File: src/rtl/audio_pkg.sv
// Shared audio constants: note code layout, octave-0 half-period table at 50 MHz, FSM states.
package audio_pkg;

    localparam int unsigned NOTE_W              = 7;
    localparam int unsigned OCT_MSB             = 6;
    localparam int unsigned OCT_LSB             = 4;
    localparam int unsigned REST_NOTE           = 12;
    localparam int unsigned HALF_W              = 21;
    localparam int unsigned TABLE_CLK_HZ        = 50000000;
    localparam int unsigned DEFAULT_NOTE_CYCLES = 12500000;

    typedef enum logic [1:0] {
        ST_IDLE = 2'd0,
        ST_PLAY = 2'd1,
        ST_DONE = 2'd2
    } ntp_state_t;

    // Octave-0 half period in clk cycles; rest codes return 0.
    function automatic logic [HALF_W-1:0] base_half(input logic [3:0] note);
        logic [HALF_W-1:0] h;
        case (note)
            4'd0:    h = HALF_W'(1529052);
            4'd1:    h = HALF_W'(1443238);
            4'd2:    h = HALF_W'(1362231);
            4'd3:    h = HALF_W'(1285766);
            4'd4:    h = HALF_W'(1213592);
            4'd5:    h = HALF_W'(1145475);
            4'd6:    h = HALF_W'(1081175);
            4'd7:    h = HALF_W'(1020484);
            4'd8:    h = HALF_W'(963206);
            4'd9:    h = HALF_W'(909091);
            4'd10:   h = HALF_W'(858069);
            4'd11:   h = HALF_W'(809848);
            default: h = '0;
        endcase
        return h;
    endfunction

    function automatic logic is_rest(input logic [3:0] note);
        return note >= 4'(REST_NOTE);
    endfunction

endpackage

File: src/rtl/square_wave_gen.sv
// Half-period counter and phase flip-flop; loads the octave-shifted half period on i_load.
module square_wave_gen
    import audio_pkg::*;
(
    input  logic              clk,
    input  logic              resetn,
    input  logic              i_load,
    input  logic              i_run,
    input  logic [NOTE_W-1:0] i_note_code,
    output logic              o_phase,
    output logic              o_toggle_c
);

    logic [HALF_W-1:0] r_half;
    logic [HALF_W-1:0] r_tone_cnt;
    logic              r_phase;
    logic [HALF_W-1:0] w_base;

    assign w_base     = base_half(i_note_code[3:0]);
    assign o_toggle_c = i_run && (r_tone_cnt == r_half - HALF_W'(1));
    assign o_phase    = r_phase;

    always_ff @(posedge clk) begin
        if (!resetn) begin
            r_half     <= '0;
            r_tone_cnt <= '0;
            r_phase    <= 1'b0;
        end else if (i_load) begin
            r_half     <= w_base >> i_note_code[OCT_MSB:OCT_LSB];
            r_tone_cnt <= '0;
            r_phase    <= 1'b0;
        end else if (i_run) begin
            if (o_toggle_c) begin
                r_tone_cnt <= '0;
                r_phase    <= ~r_phase;
            end else begin
                r_tone_cnt <= r_tone_cnt + HALF_W'(1);
            end
        end
    end

endmodule

File: src/rtl/note_tone_player.sv
// Plays one note per request as a square-wave sample stream and pulses note_done on completion.
// Optional decaying envelope when NOTE_ENVELOPE_EN is defined.
module note_tone_player
    import audio_pkg::*;
#(
    parameter int unsigned CLK_HZ      = 50000000,
    parameter int unsigned NOTE_CYCLES = DEFAULT_NOTE_CYCLES,
    parameter int unsigned AMPLITUDE   = 10000000,
    parameter int unsigned SAMPLE_W    = 32
) (
    input  logic                       clk,
    input  logic                       resetn,
    input  logic                       note_en,
    input  logic [NOTE_W-1:0]          note_code,
    output logic                       note_done,
    output logic                       busy,
    input  logic                       audio_out_allowed,
    output logic                       write_audio_out,
    output logic signed [SAMPLE_W-1:0] sample
);

    localparam int unsigned         DUR_W   = $clog2(NOTE_CYCLES);
    localparam logic [SAMPLE_W-1:0] AMP_POS = SAMPLE_W'(AMPLITUDE);

    // The half-period table is only valid for its design clock.
    if (CLK_HZ != TABLE_CLK_HZ) begin : g_clk_chk
        $error("note_tone_player: BASE_HALF table assumes a 50 MHz clock");
    end
    if (NOTE_CYCLES < 4) begin : g_dur_chk
        $error("note_tone_player: NOTE_CYCLES must be at least 4");
    end

    ntp_state_t                 r_state;
    logic                       r_rest;
    logic [DUR_W-1:0]           r_dur;
    logic                       r_done;
    logic                       r_busy;
    logic signed [SAMPLE_W-1:0] r_sample;

    logic                       w_load;
    logic                       w_run;
    logic                       w_phase;
    logic                       w_toggle;
    logic [DUR_W-1:0]           w_dur_next;
    logic [SAMPLE_W-1:0]        w_mag;
    logic [SAMPLE_W-1:0]        w_level;

    assign w_load = (r_state == ST_IDLE) && note_en;
    assign w_run  = (r_state == ST_PLAY) && !r_rest;

    square_wave_gen u_wave (
        .clk         (clk),
        .resetn      (resetn),
        .i_load      (w_load),
        .i_run       (w_run),
        .i_note_code (note_code),
        .o_phase     (w_phase),
        .o_toggle_c  (w_toggle)
    );

`ifdef NOTE_ENVELOPE_EN
    // Quarter boundaries: q = floor(4*d/NOTE_CYCLES) steps at d = ceil(j*NOTE_CYCLES/4).
    localparam longint unsigned Q1_T = (longint'(NOTE_CYCLES) + 3) / 4;
    localparam longint unsigned Q2_T = (2 * longint'(NOTE_CYCLES) + 3) / 4;
    localparam longint unsigned Q3_T = (3 * longint'(NOTE_CYCLES) + 3) / 4;
`endif

    // Level for the sample that appears together with the next phase/duration values.
    always_comb begin
        w_dur_next = r_dur + DUR_W'(1);
        w_mag      = AMP_POS;
`ifdef NOTE_ENVELOPE_EN
        if (w_dur_next >= DUR_W'(Q3_T)) begin
            w_mag = AMP_POS >> 3;
        end else if (w_dur_next >= DUR_W'(Q2_T)) begin
            w_mag = AMP_POS >> 2;
        end else if (w_dur_next >= DUR_W'(Q1_T)) begin
            w_mag = AMP_POS >> 1;
        end
`endif
        w_level = (w_phase ^ w_toggle) ? (-w_mag) : w_mag;
    end

    always_ff @(posedge clk) begin
        if (!resetn) begin
            r_state  <= ST_IDLE;
            r_rest   <= 1'b0;
            r_dur    <= '0;
            r_done   <= 1'b0;
            r_busy   <= 1'b0;
            r_sample <= '0;
        end else begin
            r_done <= 1'b0;
            case (r_state)
                ST_IDLE: begin
                    r_dur    <= '0;
                    r_sample <= '0;
                    if (note_en) begin
                        r_state  <= ST_PLAY;
                        r_rest   <= is_rest(note_code[3:0]);
                        r_busy   <= 1'b1;
                        r_sample <= is_rest(note_code[3:0]) ? '0 : AMP_POS;
                    end
                end
                ST_PLAY: begin
                    if (!note_en) begin
                        r_state  <= ST_IDLE;
                        r_busy   <= 1'b0;
                        r_dur    <= '0;
                        r_sample <= '0;
                    end else if (r_dur == DUR_W'(NOTE_CYCLES - 1)) begin
                        r_state  <= ST_DONE;
                        r_done   <= 1'b1;
                        r_sample <= '0;
                    end else begin
                        r_dur    <= w_dur_next;
                        r_sample <= r_rest ? '0 : w_level;
                    end
                end
                ST_DONE: begin
                    r_state  <= ST_IDLE;
                    r_busy   <= 1'b0;
                    r_dur    <= '0;
                    r_sample <= '0;
                end
                default: begin
                    r_state  <= ST_IDLE;
                    r_busy   <= 1'b0;
                    r_sample <= '0;
                end
            endcase
        end
    end

    assign write_audio_out = audio_out_allowed;
    assign note_done       = r_done;
    assign busy            = r_busy;
    assign sample          = r_sample;

endmodule
File: config.mk
export PLATFORM = sky130hd
export DESIGN_NAME = note_tone_player
export DESIGN_NICKNAME = d
export VERILOG_FILES = /design/src/rtl/audio_pkg.sv /design/src/rtl/square_wave_gen.sv /design/src/rtl/note_tone_player.sv
export SDC_FILE = /design/constraint.sdc
export NUM_CORES = 1
export LEC_CHECK = 0
export ABC_AREA = 1
export CAP_MARGIN = 10
export CORE_ASPECT_RATIO = 0.9
export CORE_MARGIN = 1
export CORE_UTILIZATION = 30
export CTS_CLUSTER_SIZE = 30
export DETAILED_ROUTE_END_ITERATION = 8
export PLACE_DENSITY_LB_ADDON = 0.08
export SYNTH_ARGS = -nofsm -noshare
export SYNTH_HDL_FRONTEND = slang
export SYNTH_SLANG_ARGS = --single-unit
File: constraint.sdc
create_clock -name clk -period 2.7 [get_ports clk]
set_input_delay 0.54 -clock clk [delete_from_list [all_inputs] [get_ports clk]]
set_output_delay 0.54 -clock clk [all_outputs]
set_load 0.02 [all_outputs]
## Word level (Yosys, flattened, before mapping)

Memories as Yosys holds them, arrays and structs flattened.
Index checks and enable logic that the tools add are counted.

| cells by class | value |
|---|---|
| shifts and indexed selects | 1 |
| mux-type cells | 19 |
| order comparisons | 1 |
| equality and inequality tests | 8 |
| reductions and logical operators | 14 |
| bitwise gates (word level) | 3 |
| add/subtract/negate cells | 3 |

Operator list:

| cell | number |
|---|---|
| $mux W32 | 4 |
| $mux W24 | 4 |
| $pmux W32 S2 | 1 |
| $pmux W24 S2 | 1 |
| $add A24 B1 Y24 const B | 1 |
| $eq A24 B24 Y1 const B | 1 |
| $add A21 B1 Y21 const B | 1 |
| $eq A21 B21 Y1 | 1 |
| $mux W21 | 1 |
| $shr A21 B3 Y21 | 1 |
| $sub A21 B1 Y21 const B | 1 |
| $reduce_and A2 Y1 | 5 |
| $mux W2 | 3 |
| $ge A4 B4 Y1 const B | 1 |
| $ne A2 B2 Y1 const B | 2 |
| $pmux W2 S2 | 1 |
| $reduce_or A2 Y1 | 2 |
| $logic_and A1 B1 Y1 | 3 |
| $mux W1 | 3 |
| $ne A3 B2 Y1 const B | 1 |
| $ne A3 B3 Y1 const B | 1 |
| $reduce_and A3 Y1 | 1 |
| $eq A2 B1 Y1 const B | 1 |
| $eq A2 B2 Y1 const B | 1 |
| 6 further kinds | 7 |

| storage, ports and cells | value |
|---|---|
| ROM bits | 336 |
| memories kept | 1 |
| logic and storage cells | 59 |
| flip-flop bits (word level) | 104 |

Memory list:

| name | words | width | rd ports | clocked after Yosys merged registers in | write ports | RTL line | source |
|---|---|---|---|---|---|---|---|
| (name not given) | 16 | 21 | 1 | 0 | 0 | audio_pkg.sv:21 | `case (note)` |

## Longest topological paths before layout

Gate-level depths: netlist of run 1.

| logic depth | value |
|---|---|
| depth after elaboration | 9 |
| gate-level depth with buffers | 17 |

## By module

From an unflattened synthesis of run 1, not the netlist that was laid out.

| unflattened totals | value |
|---|---|
| cell total of the unflattened synthesis | 994 |
| area, all modules | 5963.2 sq um |

Modules (own cells, without submodules):

| module | cells each | instances | seq. area each (sq um) | area an instance (sq um) |
|---|---|---|---|---|
| square_wave_gen | 642 | 1 | 860.8 | 3786.1 |
| note_tone_player | 352 | 1 | 640.6 | 2177.1 |

## Worst setup path before layout of run 1

No wires, ideal clock.

| timing path | value |
|---|---|
| path type | flip-flop to flip-flop |
| start point | register u_wave.r_half[0] |
| end point | register u_wave.r_tone_cnt[14] |
| cell stages (with the launch flop) | 15 |
| setup time | 119 ps |
| path slack | 765 ps |
| buffers on the path | 1 |
| arrival time | 1816 ps |
| clock period less this slack | 1935 ps |
| cells stage by stage | dfxtp_1 inv_1 ha_1 nand3_1 nor2_2 nand3_1 nand2_1 nand2_1 nor2_1 nand2_1 nor2_2 nand3_2 nand2_4 buf_12 nor2_2 |

| between the ends | value |
|---|---|
| longest elaborated chain between the ends | 4 |

Ends and longest elaborated chain:

| what | RTL line | source |
|---|---|---|
| from (decl) | square_wave_gen.sv:14 | `logic [HALF_W-1:0] r_half;` |
| from (signal assigned) | square_wave_gen.sv:29 | `r_half <= w_base >> i_note_code[OCT_MSB:OCT_LSB];` |
| $sub A21 B1 Y21 | square_wave_gen.sv:20 | `assign o_toggle_c = i_run && (r_tone_cnt == r_half - HALF_W'(1));` |
| $eq A21 B21 Y1 | square_wave_gen.sv:20 |  |
| $logic_and A1 B1 Y1 | square_wave_gen.sv:20 |  |
| $mux W21 | square_wave_gen.sv:33 | `if (o_toggle_c) begin` |
| to (signal assigned) | square_wave_gen.sv:37 | `r_tone_cnt <= r_tone_cnt + HALF_W'(1);` |
| to (decl) | square_wave_gen.sv:15 | `logic [HALF_W-1:0] r_tone_cnt;` |

No other way between the ends.
A chain may end at the register's enable or synchronous reset.

## Worst setup path in the final report of run 1

| timing path | value |
|---|---|
| start point | input note_code[0] |
| end point | register u_wave.r_half[9] |

| between the ends | value |
|---|---|
| longest elaborated chain between the ends | 2 |

Ends and longest elaborated chain:

| what | RTL line | source |
|---|---|---|
| from (decl) | note_tone_player.sv:14 | `input logic [NOTE_W-1:0] note_code,` |
| $mem_v2 Z16 W21 | - |  |
| $shr A21 B3 Y21 | square_wave_gen.sv:29 |  |

No other way between the ends.

==> impl_metrics.env, run 1 <==
export IMPL_status="complete, no violations"
export IMPL_power_frac_clock_pct=40.2
export IMPL_crit_path_max_fanout=5
export IMPL_muxShareOfSynthArea_pct=0.756
export IMPL_initial_utilization_pct=31.1
export IMPL_core_area_sq_mm=0.0171
export IMPL_ant_nets=0
export IMPL_whs_path_depth=2
export IMPL_startpoint="note_code[0]"
export IMPL_synth_cell_types=46
export IMPL_timing_final_crit_share_pct=90.2
export IMPL_synthAdderAreaFrac_pct=1.65
export IMPL_fin_total_pwr_w=0.00313
export IMPL_dieHeight_um=128
export IMPL_internal_power_w=0.00214
export IMPL_p_per_area_mw_per_mm2=507
export IMPL_final_period_minus_worst_setup_slack_ps=2440
export IMPL_synth_top_family_by_area="simple AND/OR/NAND/NOR gates"
export IMPL_ir_drop_uv=238
export IMPL_p_leak_nw=2.58
export IMPL_synthTopCellsByCount="nand2_1 (215), inv_1 (111), nor2_1 (103)"
export IMPL_firstDrtPassIters=5
export IMPL_root_buffer="clkbuf_16"
export IMPL_avgSynthCellArea_sq_um=6.18
export IMPL_dieArea_sq_mm=0.0182
export IMPL_maxSlewViolCount=0
export IMPL_dp_slack_ps=-72.9
export IMPL_synth_xor_area_share_pct=4.13
export IMPL_synth_top_flop_cell="dfxtp_1"
export IMPL_reg2reg_to="u_wave.r_tone_cnt[1]"
export IMPL_ff2ff_path_depth=12
export IMPL_crit_arrival_ps=2670
export IMPL_slowest_delay_ps=480
export IMPL_synth_edf_count=0
export IMPL_synth_async_sr_flop_share_pct=0
export IMPL_grt_pass1_vias=5083
export IMPL_htreeDepth=3
export IMPL_fmax_mhz=411
export IMPL_comb_power_share_pct=22.2
export IMPL_cts_resized=0
export IMPL_wl_per_cell_um=13.5
export IMPL_fill_cells=1861
export IMPL_synthTopCellsByArea="dfxtp_1 (28%), nand2_1 (15%), inv_1 (7.9%)"
export IMPL_worstPathRequired_ps=2940
export IMPL_syn_inst=857
export IMPL_clk_pin_slew_worst_paths_ps=60
export IMPL_vias=5290
export IMPL_cap_violations=0
export IMPL_hold_path_endpoint="r_dur[1]"
export IMPL_worstHoldStart="r_dur[1]"
export IMPL_pin_count=46
export IMPL_grt_pass1_wl_um=25600
export IMPL_synth_simple_area_share_pct=37.1
export IMPL_pwr_share_seq_pct=37.5
export IMPL_cts_made_buffers=9
export IMPL_switching_share_pct=31.7
export IMPL_path_buf_inv=3
export IMPL_fin_skew_ps=8.54
export IMPL_routed_wl_um=15200
export IMPL_area_growth_pct=16.6
export IMPL_synth_seq_area_share_pct=28.3
export IMPL_grt_start_max_net_pins=22
export IMPL_antenna_found_initial=0
export IMPL_port_buffers=36
export IMPL_layout_setup_ws_ps=265
export IMPL_n_antenna_cell=0
export IMPL_r2r_start="u_wave.r_half[5]"
export IMPL_synth_top_area_cell="dfxtp_1"
export IMPL_holdWs_ps=488
export IMPL_hp_class="reg -> reg"
export IMPL_synth_seq_cells=75
export IMPL_cts_tree="done"
export IMPL_hold_buffers=0
export IMPL_synth_compound_area_share_pct=13.6
export IMPL_hold_viol=0
export IMPL_mappedNetlistArea_sq_mm=0.00530
export IMPL_end_kind="register"
export IMPL_synth_top_cell_area_share_pct=28.3
export IMPL_dr_first_iter_drc_count=305
export IMPL_place_congestion=0.840
export IMPL_ys_warn_count=0
export IMPL_viasPerCell=4.68
export IMPL_slowest_stage="clkdlybuf4s50_1"
export IMPL_cp_top_family="compound AO/OA/AOI/OAI gates"
export IMPL_layout_drive_gt1_share_pct=9.15
export IMPL_die_w_um=142
export IMPL_p_sw_w=0.000993
export IMPL_cts_buffer_depth=2
export IMPL_synth_most_common_cell="nand2_1"
export IMPL_crit_path_cell_trace="clkdlybuf4s50_1 -> inv_1 -> ha_1 -> nand2_1 -> nand2_1 -> and2_1 -> o21ai_0 -> nand2_1 -> o21ai_0 -> o2bb2ai_1 -> o21ai_0 -> inv_1"
export IMPL_gr_total_overflow=0
export IMPL_cts_setup_buffers=0
export IMPL_clk_latency_ps=340
export IMPL_grt_total_usage_pct=17.9
export IMPL_core_rowCount=45
export IMPL_r2r_slack_ps=260
export IMPL_drc=0
export IMPL_critPathLaunchType="input port"
export IMPL_hpwl_um=12100
export IMPL_fin_nets=910
export IMPL_cts_sinks=75
export IMPL_setup_violations_final=0
export IMPL_crit_type="in -> reg"
export IMPL_rsz0062_at_grt="no"
[state kept, by name (all words and copies together) (netlist names)]
name	count
sample	3
u_wave.r_tone_cnt	21
r_state	2
u_wave.r_half	21
u_wave.o_phase	1
r_dur	24
busy	1
r_rest	1
note_done	1
[cell families after synthesis]
group	count (synthesis)
XOR/XNOR	25
other	1
buffers and inverters	165
adder cells (fa/ha/maj)	7
AO/OA/AOI/OAI	129
AND/OR/NAND/NOR	451
flip-flops	75
multiplexers	4
[cell type report]
class | instances | area, sq um | share of cell area (%)
clock buffers | 11 | 253 | 4.09
clock inverters | 4 | 50.0 | 0.810
inverters | 117 | 439 | 7.11
multi-input cells | 623 | 3060 | 49.5
flip-flops and latches | 75 | 1500 | 24.3
well taps | 235 | 294 | 4.76
repair buffers | 66 | 586 | 9.47
[layer usage]
layer	global-route usage [%]	wire [um]	share of wire [%]
met5	0	0	0
met4	4.74	101	0.66
met3	3.29	657	4.3
met2	28.5	6750	44
met1	24.7	7700	51
[worst max path at each step]
stage / endpoint / slack, ps / cells past startpoint
after floorplan: u_wave.r_tone_cnt[14] / 770 / 14
after global placement: u_wave.r_half[9] / -130 / 12
after detailed placement: u_wave.r_half[9] / -70 / 12
after CTS: u_wave.r_tone_cnt[1] / 220 / 12
after global routing: u_wave.r_tone_cnt[1] / 40 / 13
final: u_wave.r_half[9] / 260 / 12
[tightest hold or removal path, delay by kind of cell, from the launching register on]
| family | cells | cell delay, ps |
|---|---|---|
| and+or+nand+nor | 1 | 70 |
| AOI/OAI and AO/OA | 1 | 50 |
| DFF | 1 | 320 |
[power by group through the flow]
stage          Sequential [W]  Clock [W]  Combinational [W]
6_report              0.00118    0.00126           0.000697
5_1_grt               0.00118    0.00136           0.000804
4_1_cts               0.00118    0.00130           0.000698
3_5_place_dp          0.00120          0           0.000696
3_3_place_gp          0.00120          0           0.000697
2_1_floorplan         0.00119          0           0.000512
[through the flow]
step / setup TNS [ps] / util, % / cells / instance area [sq um]
6_report: 0 / 36.2 / 1131 / 6180
5_1_grt: 0 / 36.2 / 1131 / 6180
4_1_cts: 0 / 36.2 / 1131 / 6180
3_5_place_dp: -189 / 34.5 / 1116 / 5880
3_3_place_gp: -470 / 34.5 / 1116 / 5880
2_1_floorplan: 0 / - / 863 / 5320
[layout by cell type (no fill, tap or decap), types with 8 or more instances in the layout]
master and n:
nand2_1 215, inv_1 111, nor2_1 103, dfxtp_1 75, o21ai_0 71, nand3_1 63, clkdlybuf4s50_1 36, buf_4 30
a21oi_1 27, nor2_2 22, xor2_1 20, nor3_1 14, nand4_1 12, clkbuf_16 9, o22ai_1 8
No activity file was read; power rests on OpenSTA's default activity.
==> run 2: changes to the inputs <==
- PLACE_DENSITY_LB_ADDON: 0.08 -> 0.25
==> impl_metrics.env, run 2 (synthesis results as in run 1) <==
export IMPL_status="complete, no violations"
export IMPL_top_register="r_dur"
export IMPL_timing_final_crit_share_pct=92.9
export IMPL_core_area_sq_mm=0.0171
export IMPL_layout_common_cells="nand2_1 (215), inv_1 (111), nor2_1 (103)"
export IMPL_hold_viol=0
export IMPL_fin_nets=910
export IMPL_internal_power_w=0.00211
export IMPL_grt_pass1_vias=4683
export IMPL_cts_tree="done"
export IMPL_gr_total_overflow=0
export IMPL_cap_violations=0
export IMPL_setup_violations_final=0
export IMPL_layout_drive_gt1_share_pct=9.25
export IMPL_cts_made_buffers=9
export IMPL_crit_arrival_ps=2730
export IMPL_crit_type="reg -> reg"
export IMPL_port_buffers=36
export IMPL_holdWs_ps=485
export IMPL_clk_latency_ps=350
export IMPL_cts_setup_buffers=0
export IMPL_seq_area_sq_mm=0.00150
export IMPL_use_met2_pct=25.3
export IMPL_comb_power_share_pct=22.5
export IMPL_grt_busiest_layer="met1"
export IMPL_ir_drop_uv=356
export IMPL_fill_cells=1872
export IMPL_cts_resized=0
export IMPL_drc=0
export IMPL_grt_total_usage_pct=17.5
export IMPL_grt_start_max_net_pins=22
export IMPL_n_antenna_cell=0
export IMPL_tns_ps=0
export IMPL_root_buffer="clkbuf_16"
export IMPL_routed_wl_um=15200
export IMPL_p_sw_w=0.00102
export IMPL_power_frac_clock_pct=39.9
export IMPL_hold_buffers=0
export IMPL_pwr_share_seq_pct=37.6
export IMPL_grt_pass1_wl_um=24900
export IMPL_dieArea_sq_mm=0.0182
export IMPL_dr_first_iter_drc_count=392
export IMPL_initial_utilization_pct=31.1
export IMPL_hp_class="reg -> reg"
export IMPL_multi_input_area_sq_mm=0.00306
export IMPL_die_w_um=142
export IMPL_crit_path_max_fanout=19
export IMPL_cts_sinks=75
export IMPL_switching_share_pct=32.6
export IMPL_htreeDepth=3
export IMPL_vias=5246
export IMPL_dieHeight_um=128
export IMPL_rsz0062_at_grt="no"
export IMPL_cts_buffer_depth=2
export IMPL_r2r_slack_ps=190
export IMPL_biggestRegsByFlops="r_dur x24, u_wave.r_half x21, u_wave.r_tone_cnt x21"
export IMPL_fin_skew_ps=6.08
export IMPL_ant_nets=0
export IMPL_maxSlewViolCount=0
export IMPL_firstDrtPassIters=5
export IMPL_clk_pin_slew_worst_paths_ps=60
export IMPL_p_leak_nw=2.57
export IMPL_worstPathRequired_ps=2920
export IMPL_largest_reg_flops=24
export IMPL_worst_pin_slew_ps=504
export IMPL_grtUsageMet1_pct=26.2
export IMPL_layout_commonest_cell="nand2_1"
export IMPL_fmax_mhz=399
export IMPL_area_growth_pct=16.6
export IMPL_met3_usage_pct=3.77
export IMPL_place_congestion=0.860
export IMPL_wl_per_cell_um=13.4
export IMPL_slew_headroom_pct=66.3
export IMPL_core_rowCount=45
export IMPL_critPathLaunchType="register"
export IMPL_antenna_found_initial=0
export IMPL_p_per_area_mw_per_mm2=506
export IMPL_hpwl_um=12200
export IMPL_final_period_minus_worst_setup_slack_ps=2510
export IMPL_end_kind="register"
export IMPL_pin_count=46
export IMPL_viasPerCell=4.63
==> run 2: power by group through the flow <==
stage / Combinational (W) / Clock, W / Sequential [W]
after floorplan: 0.000512 / 0 / 0.00119
after global placement: 0.000701 / 0 / 0.00120
after detailed placement: 0.000701 / 0 / 0.00120
after CTS: 0.000703 / 0.00127 / 0.00117
after global routing: 0.000805 / 0.00132 / 0.00118
final: 0.000703 / 0.00125 / 0.00117
==> run 2: worst paths after layout <==
path	startpoint	to	cells after the start
worst max register to register	u_wave.r_half[1]	u_wave.r_tone_cnt[1]	13
worst min-delay path	r_dur[18]	r_dur[18]	1
worst max-delay path	u_wave.r_half[1]	u_wave.r_tone_cnt[1]	13
worst min register to register	r_dur[18]	r_dur[18]	1
==> run 2: cell type report <==
| class | count | area share (%) |
|---|---|---|
| Inverter | 117 | 7.11 |
| Tap cell | 235 | 4.76 |
| Multi-Input combinational cell | 623 | 49.5 |
| Timing Repair Buffer | 66 | 9.48 |
| Clock buffer | 9 | 3.64 |
| Sequential cell | 75 | 24.3 |
| Clock inverter | 7 | 1.24 |
==> run 2: metrics by stage <==
stage / cell area [sq um] / setup slack, ps / cells / power [W] / util, %
finish: 6180 / 193 / 1132 / 0.00312 / 36.2
detailed placement: 5880 / -35.1 / 1116 / 0.00190 / 34.5
global route: 6180 / 14.9 / 1132 / 0.00330 / 36.2
global placement: 5880 / -26.7 / 1116 / 0.00190 / 34.5
CTS: 6180 / 160 / 1132 / 0.00315 / 36.2
floorplan: 5320 / 765 / 863 / 0.00170 / -
==> run 2: worst max-delay path, stage by stage (launching register included) <==
cell,delay [ps]
dfxtp_1,340
inv_1,70
ha_1,200
nand3_1,230
nor2_2,350
nand3_1,110
nand2_1,80
nand2_1,60
nor2_1,120
nand2_1,70
nor2_2,130
nand3_2,180
nand2_4,310
o21ai_0,130
==> run 2: routing by layer <==
| layer | vias up | share of wire (%) |
|---|---|---|
| met5 | - | 0 |
| met4 | 0 | 1.1 |
| met3 | 10 | 4.6 |
| met2 | 114 | 41 |
| met1 | 2342 | 53 |
| li1 | 2780 | - |
==> run 3: changes to the inputs <==
- REMOVE_ABC_BUFFERS: not set -> 1
- SKIP_LAST_GASP: not set -> 1
==> impl_metrics.env, run 3 (synthesis results as in run 1) <==
export IMPL_viasPerCell=4.60
export IMPL_cts_tree="done"
export IMPL_hold_viol=0
export IMPL_grt_pass1_vias=4685
export IMPL_place_congestion=0.864
export IMPL_layout_drive_gt1_share_pct=8.33
export IMPL_ant_nets=0
export IMPL_biggestRegsByFlops="r_dur x24, u_wave.r_half x21, u_wave.r_tone_cnt x21"
export IMPL_grt_start_max_net_pins=22
export IMPL_final_cells=1123
export IMPL_core_rowCount=45
export IMPL_utilization_pct=36.0
export IMPL_root_buffer="clkbuf_16"
export IMPL_crit_arrival_ps=2620
export IMPL_cap_violations=0
export IMPL_core_area_sq_mm=0.0171
export IMPL_drc=0
export IMPL_initial_utilization_pct=31.1
export IMPL_fmax_mhz=421
export IMPL_cp_depth=13
export IMPL_startpoint="note_code[0]"
export IMPL_slowest_stage="clkdlybuf4s50_1"
export IMPL_vias=5163
export IMPL_p_per_area_mw_per_mm2=524
export IMPL_cts_made_buffers=9
export IMPL_timing_final_crit_share_pct=88.0
export IMPL_r2r_slack_ps=360
export IMPL_worstPathRequired_ps=2940
export IMPL_port_buffers=36
export IMPL_slowest_delay_ps=470
export IMPL_fin_total_pwr_w=0.00322
export IMPL_layout_common_cells="nand2_1 (215), inv_1 (111), nor2_1 (103)"
export IMPL_reg2reg_to="u_wave.r_tone_cnt[1]"
export IMPL_grt_total_usage_pct=15.9
export IMPL_firstDrtPassIters=5
export IMPL_dieHeight_um=128
export IMPL_hpwl_um=10700
export IMPL_ir_drop_uv=301
export IMPL_cts_setup_buffers=0
export IMPL_die_w_um=142
export IMPL_path_buf_inv=4
export IMPL_fin_skew_ps=9.23
export IMPL_fill_cells=1832
export IMPL_final_period_minus_worst_setup_slack_ps=2380
export IMPL_ff2ff_path_depth=12
export IMPL_dp_cells=1107
export IMPL_endpoint="u_wave.r_half[6]"
export IMPL_clk_pin_slew_worst_paths_ps=70
export IMPL_dr_first_iter_drc_count=258
export IMPL_holdWs_ps=486
export IMPL_p_sw_w=0.00100
export IMPL_crit_path_max_fanout=5
export IMPL_area_growth_pct=16.0
export IMPL_setup_violations_final=0
export IMPL_internal_power_w=0.00222
export IMPL_hp_class="reg -> reg"
export IMPL_largest_reg_flops=24
export IMPL_status="complete, no violations"
export IMPL_end_kind="register"
export IMPL_critPathLaunchType="input port"
export IMPL_r2r_start="u_wave.r_half[0]"
export IMPL_hold_buffers=0
export IMPL_switching_share_pct=31.1
export IMPL_power_frac_clock_pct=42.6
export IMPL_rsz0062_at_grt="no"
export IMPL_clk_latency_ps=350
export IMPL_crit_path_cell_trace="clkdlybuf4s50_1 -> inv_1 -> ha_1 -> inv_1 -> a21oi_1 -> o21ai_0 -> nand2_1 -> nand2_1 -> nand2_1 -> o21ai_0 -> o22ai_1 -> o21ai_0 -> inv_1"
export IMPL_grt_pass1_wl_um=23000
export IMPL_cts_resized=0
export IMPL_cts_buffer_depth=2
export IMPL_cts_sinks=75
export IMPL_antenna_found_initial=0
export IMPL_htreeDepth=3
export IMPL_crit_type="in -> reg"
export IMPL_layout_commonest_cell="nand2_1"
export IMPL_cp_top_family="compound AO/OA/AOI/OAI gates"
export IMPL_top_register="r_dur"
export IMPL_fin_nets=901
export IMPL_n_antenna_cell=0
export IMPL_routed_wl_um=13600
export IMPL_p_leak_nw=2.55
export IMPL_gr_total_overflow=0
export IMPL_maxSlewViolCount=0
export IMPL_pwr_share_seq_pct=36.4
export IMPL_wl_per_cell_um=12.2
export IMPL_pin_count=46
export IMPL_comb_power_share_pct=21.0
export IMPL_dieArea_sq_mm=0.0182
[run 3: changes by cell type in the layout (fill, tap and decap cells not counted)]
cell,before,now
buf_4,30,21
clkinvlp_4,2,0
bufinv_16,1,2
clkbuf_8,0,1
clkinv_2,1,0
clkinv_4,1,2
[run 3: layout make-up]
cell class                      instances  area (sq um)  share of cell area [%]
Sequential cell                        75          1500                    24.4
Clock buffer                           10           239                    3.89
Tap cell                              235           294                    4.79
Inverter                              117           439                    7.15
Multi-Input combinational cell        623          3060                    49.8
Clock inverter                          6          95.1                    1.55
Timing Repair Buffer                   57           518                    8.43
[run 3: metal layers]
layer,vias to the layer above,wire [um],track usage [%]
met1,2293,7160,22.5
li1,2767,-,-
met5,-,0,0
met3,18,424,2.32
met2,85,5780,24.0
met4,0,279,6.07
[run 3: worst min path at each step]
stage,start,endpoint,slack [ps],cells after the start
after global placement,r_dur[18],r_dur[18],470,1
after CTS,r_dur[18],r_dur[18],490,1
after detailed placement,r_dur[1],r_dur[1],480,2
final,r_dur[18],r_dur[18],490,1
after floorplan,r_dur[18],r_dur[18],440,1
after global routing,r_dur[18],r_dur[18],520,1
[run 3: power by group through the flow]
stage,clock network [W],logic [W],registers [W]
floorplan,0,0.000457,0.00120
global placement,0,0.000671,0.00120
detailed placement,0,0.000674,0.00120
CTS,0.00141,0.000678,0.00117
global route,0.00145,0.000773,0.00118
finish,0.00137,0.000676,0.00117
[run 3: stage by stage]
stage               worst slack, ps  setup TNS (ps)  cell area, sq um
floorplan                      -295           -5020              5000
global placement               25.0               0              5810
detailed placement            -33.2           -33.2              5810
CTS                             319               0              6140
global route                   83.9               0              6140
finish                          323               0              6140
